## config.mk

```make
export PLATFORM = sky130hd
export DESIGN_NAME = sr_cmd_gen
export DESIGN_NICKNAME = d
export VERILOG_FILES = /design/src/rtl/sr_cmd_gen.sv
export SDC_FILE = /design/constraint.sdc
export NUM_CORES = 1
export LEC_CHECK = 0
export ABC_AREA = 1
export CORE_ASPECT_RATIO = 1.75
export CORE_UTILIZATION = 35
export CTS_BUF_LIST = sky130_fd_sc_hd__clkbuf_4 sky130_fd_sc_hd__clkbuf_8 sky130_fd_sc_hd__clkbuf_16
export CTS_CLUSTER_DIAMETER = 60
export DETAILED_ROUTE_END_ITERATION = 10
export GPL_ROUTABILITY_DRIVEN = 0
export MAX_ROUTING_LAYER = met4
export PLACE_DENSITY_LB_ADDON = 0.15
export SYNTH_ARGS = -nofsm -noshare
export SYNTH_HDL_FRONTEND = slang
export SYNTH_SLANG_ARGS = --single-unit
export TNS_END_PERCENT = 20
```

## constraint.sdc

```tcl
create_clock -name clk -period 3.85 [get_ports clk]
set_clock_uncertainty 0.1 [all_clocks]
set_input_delay 0.385 -clock clk [delete_from_list [all_inputs] [get_ports clk]]
set_output_delay 0.385 -clock clk [all_outputs]
set_load 0.005 [all_outputs]
```

## src/rtl/sr_cmd_gen.sv

```systemverilog
// Command front-end for the SR latch: synchronizes and debounces set/reset requests and
// issues fixed-width, non-overlapping S/R pulses. Optional macro SR_CMD_SET_PRIO_EN: set wins conflicts.
module sr_cmd_gen #(
  parameter int unsigned DEB_CYCLES = 4,
  parameter int unsigned PULSE_W    = 2,
  parameter int unsigned GAP        = 1
) (
  input  logic clk,
  input  logic rst_n,
  input  logic set_req,
  input  logic rst_req,
  output logic s_out,
  output logic r_out,
  output logic busy,
  output logic conflict,
  output logic q_model
);

  localparam int unsigned DW     = $clog2(DEB_CYCLES + 1);
  localparam int unsigned CMAX   = (PULSE_W > GAP) ? PULSE_W : GAP;
  localparam int unsigned CW     = $clog2(CMAX + 1);
  localparam int unsigned GAP_M1 = (GAP > 0) ? GAP - 1 : 0;

  typedef enum logic [1:0] {IDLE, SET_P, RST_P, HOLD} state_t;

  // Channel bit 0 is set, bit 1 is reset
  logic [1:0]    w_req;
  logic [1:0]    r_sync1, r_sync2, r_deb, r_deb_d, r_pend;
  logic [DW-1:0] r_dcnt [2];
  logic [1:0]    w_rise, w_pend_clr;

  state_t        r_state, w_state_nxt;
  logic [CW-1:0] r_cnt, w_cnt_nxt;
  logic          r_s, r_r, r_busy, r_conf, r_q;
  logic          w_s_nxt, w_r_nxt, w_busy_nxt, w_conf_nxt, w_q_nxt;

  assign w_req  = {rst_req, set_req};
  assign w_rise = r_deb & ~r_deb_d;

  // Synchronizer, debouncer and one-deep pending flags
  always_ff @(posedge clk or negedge rst_n) begin
    if (!rst_n) begin
      r_sync1 <= '0;
      r_sync2 <= '0;
      r_deb   <= '0;
      r_deb_d <= '0;
      r_pend  <= '0;
      for (int i = 0; i < 2; i++) r_dcnt[i] <= '0;
    end else begin
      r_sync1 <= w_req;
      r_sync2 <= r_sync1;
      r_deb_d <= r_deb;
      r_pend  <= (r_pend & ~w_pend_clr) | w_rise;
      for (int i = 0; i < 2; i++) begin
        if (r_sync2[i] == r_deb[i]) begin
          r_dcnt[i] <= '0;
        end else if (r_dcnt[i] == DW'(DEB_CYCLES - 1)) begin
          r_deb[i]  <= ~r_deb[i];
          r_dcnt[i] <= '0;
        end else begin
          r_dcnt[i] <= r_dcnt[i] + 1'b1;
        end
      end
    end
  end

  always_ff @(posedge clk or negedge rst_n) begin
    if (!rst_n) begin
      r_state <= IDLE;
      r_cnt   <= '0;
      r_s     <= 1'b0;
      r_r     <= 1'b0;
      r_busy  <= 1'b0;
      r_conf  <= 1'b0;
      r_q     <= 1'b1;
    end else begin
      r_state <= w_state_nxt;
      r_cnt   <= w_cnt_nxt;
      r_s     <= w_s_nxt;
      r_r     <= w_r_nxt;
      r_busy  <= w_busy_nxt;
      r_conf  <= w_conf_nxt;
      r_q     <= w_q_nxt;
    end
  end

  // Next-state and next-output logic; outputs change on state entry
  always_comb begin
    w_state_nxt = r_state;
    w_cnt_nxt   = r_cnt;
    w_s_nxt     = r_s;
    w_r_nxt     = r_r;
    w_busy_nxt  = r_busy;
    w_conf_nxt  = 1'b0;
    w_q_nxt     = r_q;
    w_pend_clr  = 2'b00;
    case (r_state)
      IDLE: begin
        w_cnt_nxt = '0;
        if (r_pend == 2'b11) begin
          w_conf_nxt = 1'b1;
          w_pend_clr = 2'b11;
          w_busy_nxt = 1'b1;
`ifdef SR_CMD_SET_PRIO_EN
          w_state_nxt = SET_P;
          w_s_nxt     = 1'b1;
          w_q_nxt     = 1'b1;
`else
          w_state_nxt = RST_P;
          w_r_nxt     = 1'b1;
          w_q_nxt     = 1'b0;
`endif
        end else if (r_pend[0]) begin
          w_pend_clr  = 2'b01;
          w_state_nxt = SET_P;
          w_s_nxt     = 1'b1;
          w_q_nxt     = 1'b1;
          w_busy_nxt  = 1'b1;
        end else if (r_pend[1]) begin
          w_pend_clr  = 2'b10;
          w_state_nxt = RST_P;
          w_r_nxt     = 1'b1;
          w_q_nxt     = 1'b0;
          w_busy_nxt  = 1'b1;
        end
      end
      SET_P, RST_P: begin
        if (r_cnt == CW'(PULSE_W - 1)) begin
          w_s_nxt   = 1'b0;
          w_r_nxt   = 1'b0;
          w_cnt_nxt = '0;
          if (GAP == 0) begin
            w_state_nxt = IDLE;
            w_busy_nxt  = 1'b0;
          end else begin
            w_state_nxt = HOLD;
          end
        end else begin
          w_cnt_nxt = r_cnt + 1'b1;
        end
      end
      HOLD: begin
        if (r_cnt == CW'(GAP_M1)) begin
          w_state_nxt = IDLE;
          w_busy_nxt  = 1'b0;
          w_cnt_nxt   = '0;
        end else begin
          w_cnt_nxt = r_cnt + 1'b1;
        end
      end
      default: begin
        w_state_nxt = IDLE;
        w_cnt_nxt   = '0;
        w_s_nxt     = 1'b0;
        w_r_nxt     = 1'b0;
        w_busy_nxt  = 1'b0;
      end
    endcase
  end

  assign s_out    = r_s;
  assign r_out    = r_r;
  assign busy     = r_busy;
  assign conflict = r_conf;
  assign q_model  = r_q;

endmodule

```

==> Word-level counts from Yosys, hierarchy flattened <==
Index checks and enable logic that the tools add are counted.
{ "classes": {"n_addsub": 3, "eq_ne": 16, "n_mux": 34, "bitwise": 9, "n_reduce_logical": 13} }
{ "op_table": {"columns": ["cell", "n"], "rows": [
  ["$mux W2", 11],
  ["$mux W1", 14],
  ["$mux W3", 4],
  ["$pmux W2 S3", 2],
  ["$ne A2 B2 Y1 const B", 4],
  ["$reduce_and A4 Y1", 2],
  ["$add A3 B1 Y3 const B", 2],
  ["$eq A2 B2 Y1 const B", 3],
  ["$eq A3 B2 Y1 const B", 2],
  ["$ne A3 B3 Y1 const B", 2],
  ["$pmux W1 S2", 3],
  ["$reduce_and A2 Y1", 3],
  ["$reduce_and A3 Y1", 2],
  ["$and A2 B2 Y2", 2],
  ["$eq A2 B1 Y1 const B", 2],
  ["$logic_not A2 Y1", 2],
  ["$ne A4 B4 Y1 const B", 1],
  ["$not A1 Y1", 4],
  ["$not A2 Y2", 2],
  ["$reduce_bool A2 Y1", 2],
  ["$reduce_bool A3 Y1", 1],
  ["$add A2 B1 Y2 const B", 1],
  ["$eq A1 B1 Y1", 2],
  ["$or A2 B2 Y2", 1],
  ["$reduce_or A2 Y1", 1]
]} }
{ "totals": {"register_bits": 25, "input_bits": 4, "elab_cells": 90} }

==> Depth between registers and ports, before layout <==
{ "logic_depth": {"word_depth": 7, "mapped_depth": 8} }

==> Least setup slack after synthesis <==
Ideal clock, no wire load.
{ "synth_path": {"path_type": "register to register", "start": "reg r_state[0]", "end": "reg r_r, in the netlist r_out", "t_arrival_ps": 1068, "required_time_ps": 3626, "setup_slack_ps": 2557, "stages_incl_launch_ff": 7, "path_buffers": 0, "period_less_slack_ps": 1293, "path_cell_list": "dfrtp_1 inv_1 ha_1 nand2_1 nand3_1 nand2_1 o21ai_1"} }
{ "synth_between": {"elab_chain_cells": 4, "word_cells_on_any_way": 10, "cone_classes": "eq/ne: 5; mux: 1; reduce/logical: 4"} }
{ "synth_lines": {"columns": ["element", "line", "rtl"], "rows": [
  ["start: declaration", "32", "state_t r_state, w_state_nxt;"],
  ["start signal: assignment", "77", "r_state <= w_state_nxt;"],
  ["$eq A2 B1 Y1 / $eq A2 B2 Y1 (equally long branches)", "97", "case (r_state)"],
  ["$reduce_or A2 Y1", "97", null],
  ["$ne A2 B2 Y1 (no source line) / $reduce_bool A2 Y1 (equally long branches)", null, null],
  ["$reduce_and A4 Y1 (no source line)", null, null],
  ["end signal: assignment", "80", "r_r <= w_r_nxt;"],
  ["end: declaration", "34", "logic r_s, r_r, r_busy, r_conf, r_q;"]
]} }
Parallel ways exist; a longest one is shown, timed or not.
A chain may end at the register's enable or synchronous reset.

==> Worst setup path in the final report <==
{ "layout_path": {"start": "reg r_q, in the netlist q_model", "end": "out q_model"} }
{ "layout_lines": {"columns": ["element", "line", "rtl"], "rows": [
  ["start: declaration", "34", null],
  ["start signal: assignment", "83", "r_q <= w_q_nxt;"],
  ["end: declaration", "16", "output logic q_model"]
]} }
No word-level cell between the ends.

==> flow_metrics.env <==
export IMPL_synth_compound_area_share_pct=3.995
export IMPL_crit_path_cell_trace="clkdlybuf4s50_1"
export IMPL_min_to="r_sync2[0]"
export IMPL_layout_min_cycle_time_ps=1779
export IMPL_power_leakage_nw=0.6407
export IMPL_ir_drop_mv=0.3364
export IMPL_yosysTopAreaCellShare_pct=56.40
export IMPL_die_h_microns=74.97
export IMPL_cts_buffers_inserted=3
export IMPL_cts_resized_gates=0
export IMPL_grt_overflow=0
export IMPL_worst_r2r_path_depth=6
export IMPL_cap_violations=0
export IMPL_synth_warnings=0
export IMPL_slew_violations=0
export IMPL_setup_viol=0
export IMPL_synth_seq_area_share_pct=58.87
export IMPL_endpoint_kind="output pin"
export IMPL_first_iter_violations=19
export IMPL_gr_usage_met1_pct=13.46
export IMPL_netlist_top_cells_area="dfrtp_1, nand2_1, ha_1"
export IMPL_postCtsHoldBufs=0
export IMPL_dr_total_vias=739
export IMPL_syn_area_sq_um=1065
export IMPL_syn_avg_cell_area_sq_um=9.507
export IMPL_grt_util_met3_pct=3.357
export IMPL_worst_path_buf_inv=1
export IMPL_dieWidth_microns=43.70
export IMPL_cts_max_path_buffers=2
export IMPL_hold_viol_final=0
export IMPL_tritoncts="built"
export IMPL_grt_pass1_vias=731
export IMPL_fmax_mhz=562.1
export IMPL_hold_depth=0
export IMPL_fillers=310
export IMPL_rows=26
export IMPL_crit_family="flip-flops"
export IMPL_drc=1
export IMPL_min_period_over_period_pct=46.21
export IMPL_worstPathRequired_ps=3370
export IMPL_routed_wl_microns=1742
export IMPL_diodes=0
export IMPL_p_per_area_nw_per_um2=797.9
export IMPL_final_seq_area_sq_um=626.9
export IMPL_initial_core_util_pct=36.78
export IMPL_h_tree_depth=1
export IMPL_wl_per_cell_microns=11.46
export IMPL_violations="design-rule violations"
export IMPL_dp_hpwl_microns=1302
export IMPL_syn_to_final_growth_pct=15.16
export IMPL_synthMuxAreaShare_pct=0
export IMPL_cts_sinks=25
export IMPL_r2r_slack_ps=2390
export IMPL_post_route_cells_drive_above_1_share_pct=4.839
export IMPL_cts_root_buf="clkbuf_8"
export IMPL_io_buffers=8
export IMPL_coreArea_sq_um=2895
export IMPL_grt_max_degree=26
export IMPL_setup_tns_ps=0
export IMPL_synth_top_family_by_area="simple AND/OR/NAND/NOR gates"
export IMPL_grt_busiest_layer="met2"
export IMPL_status="finished, violations left"
export IMPL_multi_input_area_sq_um=362.8
export IMPL_ant_nets=0
export IMPL_drtPass1Iterations=7
export IMPL_critPathLaunchType="flip-flop"
export IMPL_synthAdderAreaFrac_pct=9.401
export IMPL_yosysUniqueCellTypes=16
export IMPL_syn_inst=112
export IMPL_r2r_start="r_state[0]"
export IMPL_synth_nets=124
export IMPL_r2r_end="r_state[1]"
export IMPL_crit_fanout=2
export IMPL_rsz0062_at_grt="no"
export IMPL_synth_area_leader_cell="dfrtp_1"
export IMPL_arrival_ps=1290
export IMPL_slowest_stage="dfstp_2"
export IMPL_timing_slew_headroom_pct=27.35
export IMPL_critPathKind="flip-flop to output pin"
export IMPL_clk_pin_slew_ps=90
export IMPL_synthSimpleGateAreaFrac_pct=19.04
export IMPL_worstHoldPathType="flip-flop to flip-flop"
export IMPL_vias_per_cell=4.862
export IMPL_synth_xor_area_share_pct=1.645
export IMPL_grt_antenna_before_repair=0
export IMPL_final_util_pct=42.35
export IMPL_cts_setup_buffers=0
export IMPL_tightest_slew_ps=1086
export IMPL_ys_seq_elements=25
export IMPL_min_from="r_sync1[0]"
export IMPL_io_pins=9
export IMPL_max_stage_delay_ps=540
export IMPL_die_area_sq_um=3276
export IMPL_grt_pass1_wl_microns=3056
export IMPL_grt_met2_usage_pct=22.72
export IMPL_clock_latency_ps=260
export IMPL_fin_nets=137
export IMPL_grt_util_all_layers_pct=13.15
==> synthesized netlist by cell type, drive strengths merged <==
| master | n |
|---|---|
| nand2 | 30 |
| dfrtp | 24 |
| inv | 20 |
| ha | 8 |
| nand3 | 7 |
| nor2 | 6 |
| nor3 | 4 |
| o21ai | 4 |
| a21oi | 2 |
| o22ai | 2 |
| xnor2 | 2 |
| dfstp | 1 |
| nand4 | 1 |
| or2 | 1 |
==> stage by stage <==
step / std cells / area [sq um] / hold slack, ps / total power (W) / worst slack [ps]
floorplan: 112 / 1065 / -10.59 / 0.0007014 / 2557
global placement: 148 / 1180 / 237.9 / 0.0008227 / 2052
detailed placement: 148 / 1180 / 242.7 / 0.0008345 / 1984
CTS: 152 / 1226 / 267.5 / 0.0009906 / 2062
global route: 152 / 1226 / 282.5 / 0.001073 / 2031
finish: 152 / 1226 / 265.1 / 0.0009784 / 2071
==> final cells by class <==
| cell class | instances | area share (%) |
|---|---|---|
| sequential | 25 | 51.12 |
| multi-input combinational | 67 | 29.59 |
| timing repair buffer | 8 | 6.531 |
| inverter | 20 | 6.122 |
| clock buffer | 3 | 3.367 |
| tap | 28 | 2.857 |
| clock inverter | 1 | 0.4082 |
==> power by group <==
part	internal [W]	leakage, nW	switching [W]
combinational	0.000176	0.302	0.000247
sequential	0.000355	0.314	0.0000467
clock	0.0000723	0.0255	0.0000811
==> cells by family (layout without fill, tap and decap cells) <==
kind of cell | count (synthesis) | in the layout
xor+xnor | 2 | 2
fa+ha+maj | 8 | 8
simple gates | 49 | 49
compound gates | 8 | 8
buf+inv | 20 | 32
flops | 25 | 25
==> routing by layer <==
layer  vias to the layer above  part of all wire, %
met3                         4                  3.5
met1                       356                   42
met2                        13                   53
met4                         0                  2.1
li1                        366                    -
met5                         -                    0
==> worst max-delay path by stage <==
stage          startpoint       to  slack, ps  cells after the start
6_report          q_model  q_model       2070                      1
3_3_place_gp        rst_n    r_out       2050                      1
5_1_grt           q_model  q_model       2030                      1
4_1_cts           q_model  q_model       2060                      1
3_5_place_dp        rst_n    r_out       1980                      1
2_1_floorplan  r_state[0]    r_out       2560                      6
==> sequential cells by signal, indices dropped and copies added, names as in the netlist <==
name and flops:
r_deb_d 2, q_model 1, r_sync2 2, conflict 1, r_sync1 2, r_pend 2
r_state 2, busy 1, r_deb 2, r_cnt 2, s_out 1, r_out 1
r_dcnt 6
==> cell usage in the layout, fill, tap and decap left out, types with 3 or more instances in the layout <==
cell type and count:
clkbuf_8 3, o21ai_0 3, nand3_1 7, nor3_1 4, nor2_1 6, inv_1 19, nand2_1 30, dfrtp_1 24
clkdlybuf4s50_1 8, ha_1 8
Power figures use the tool's default switching activity.
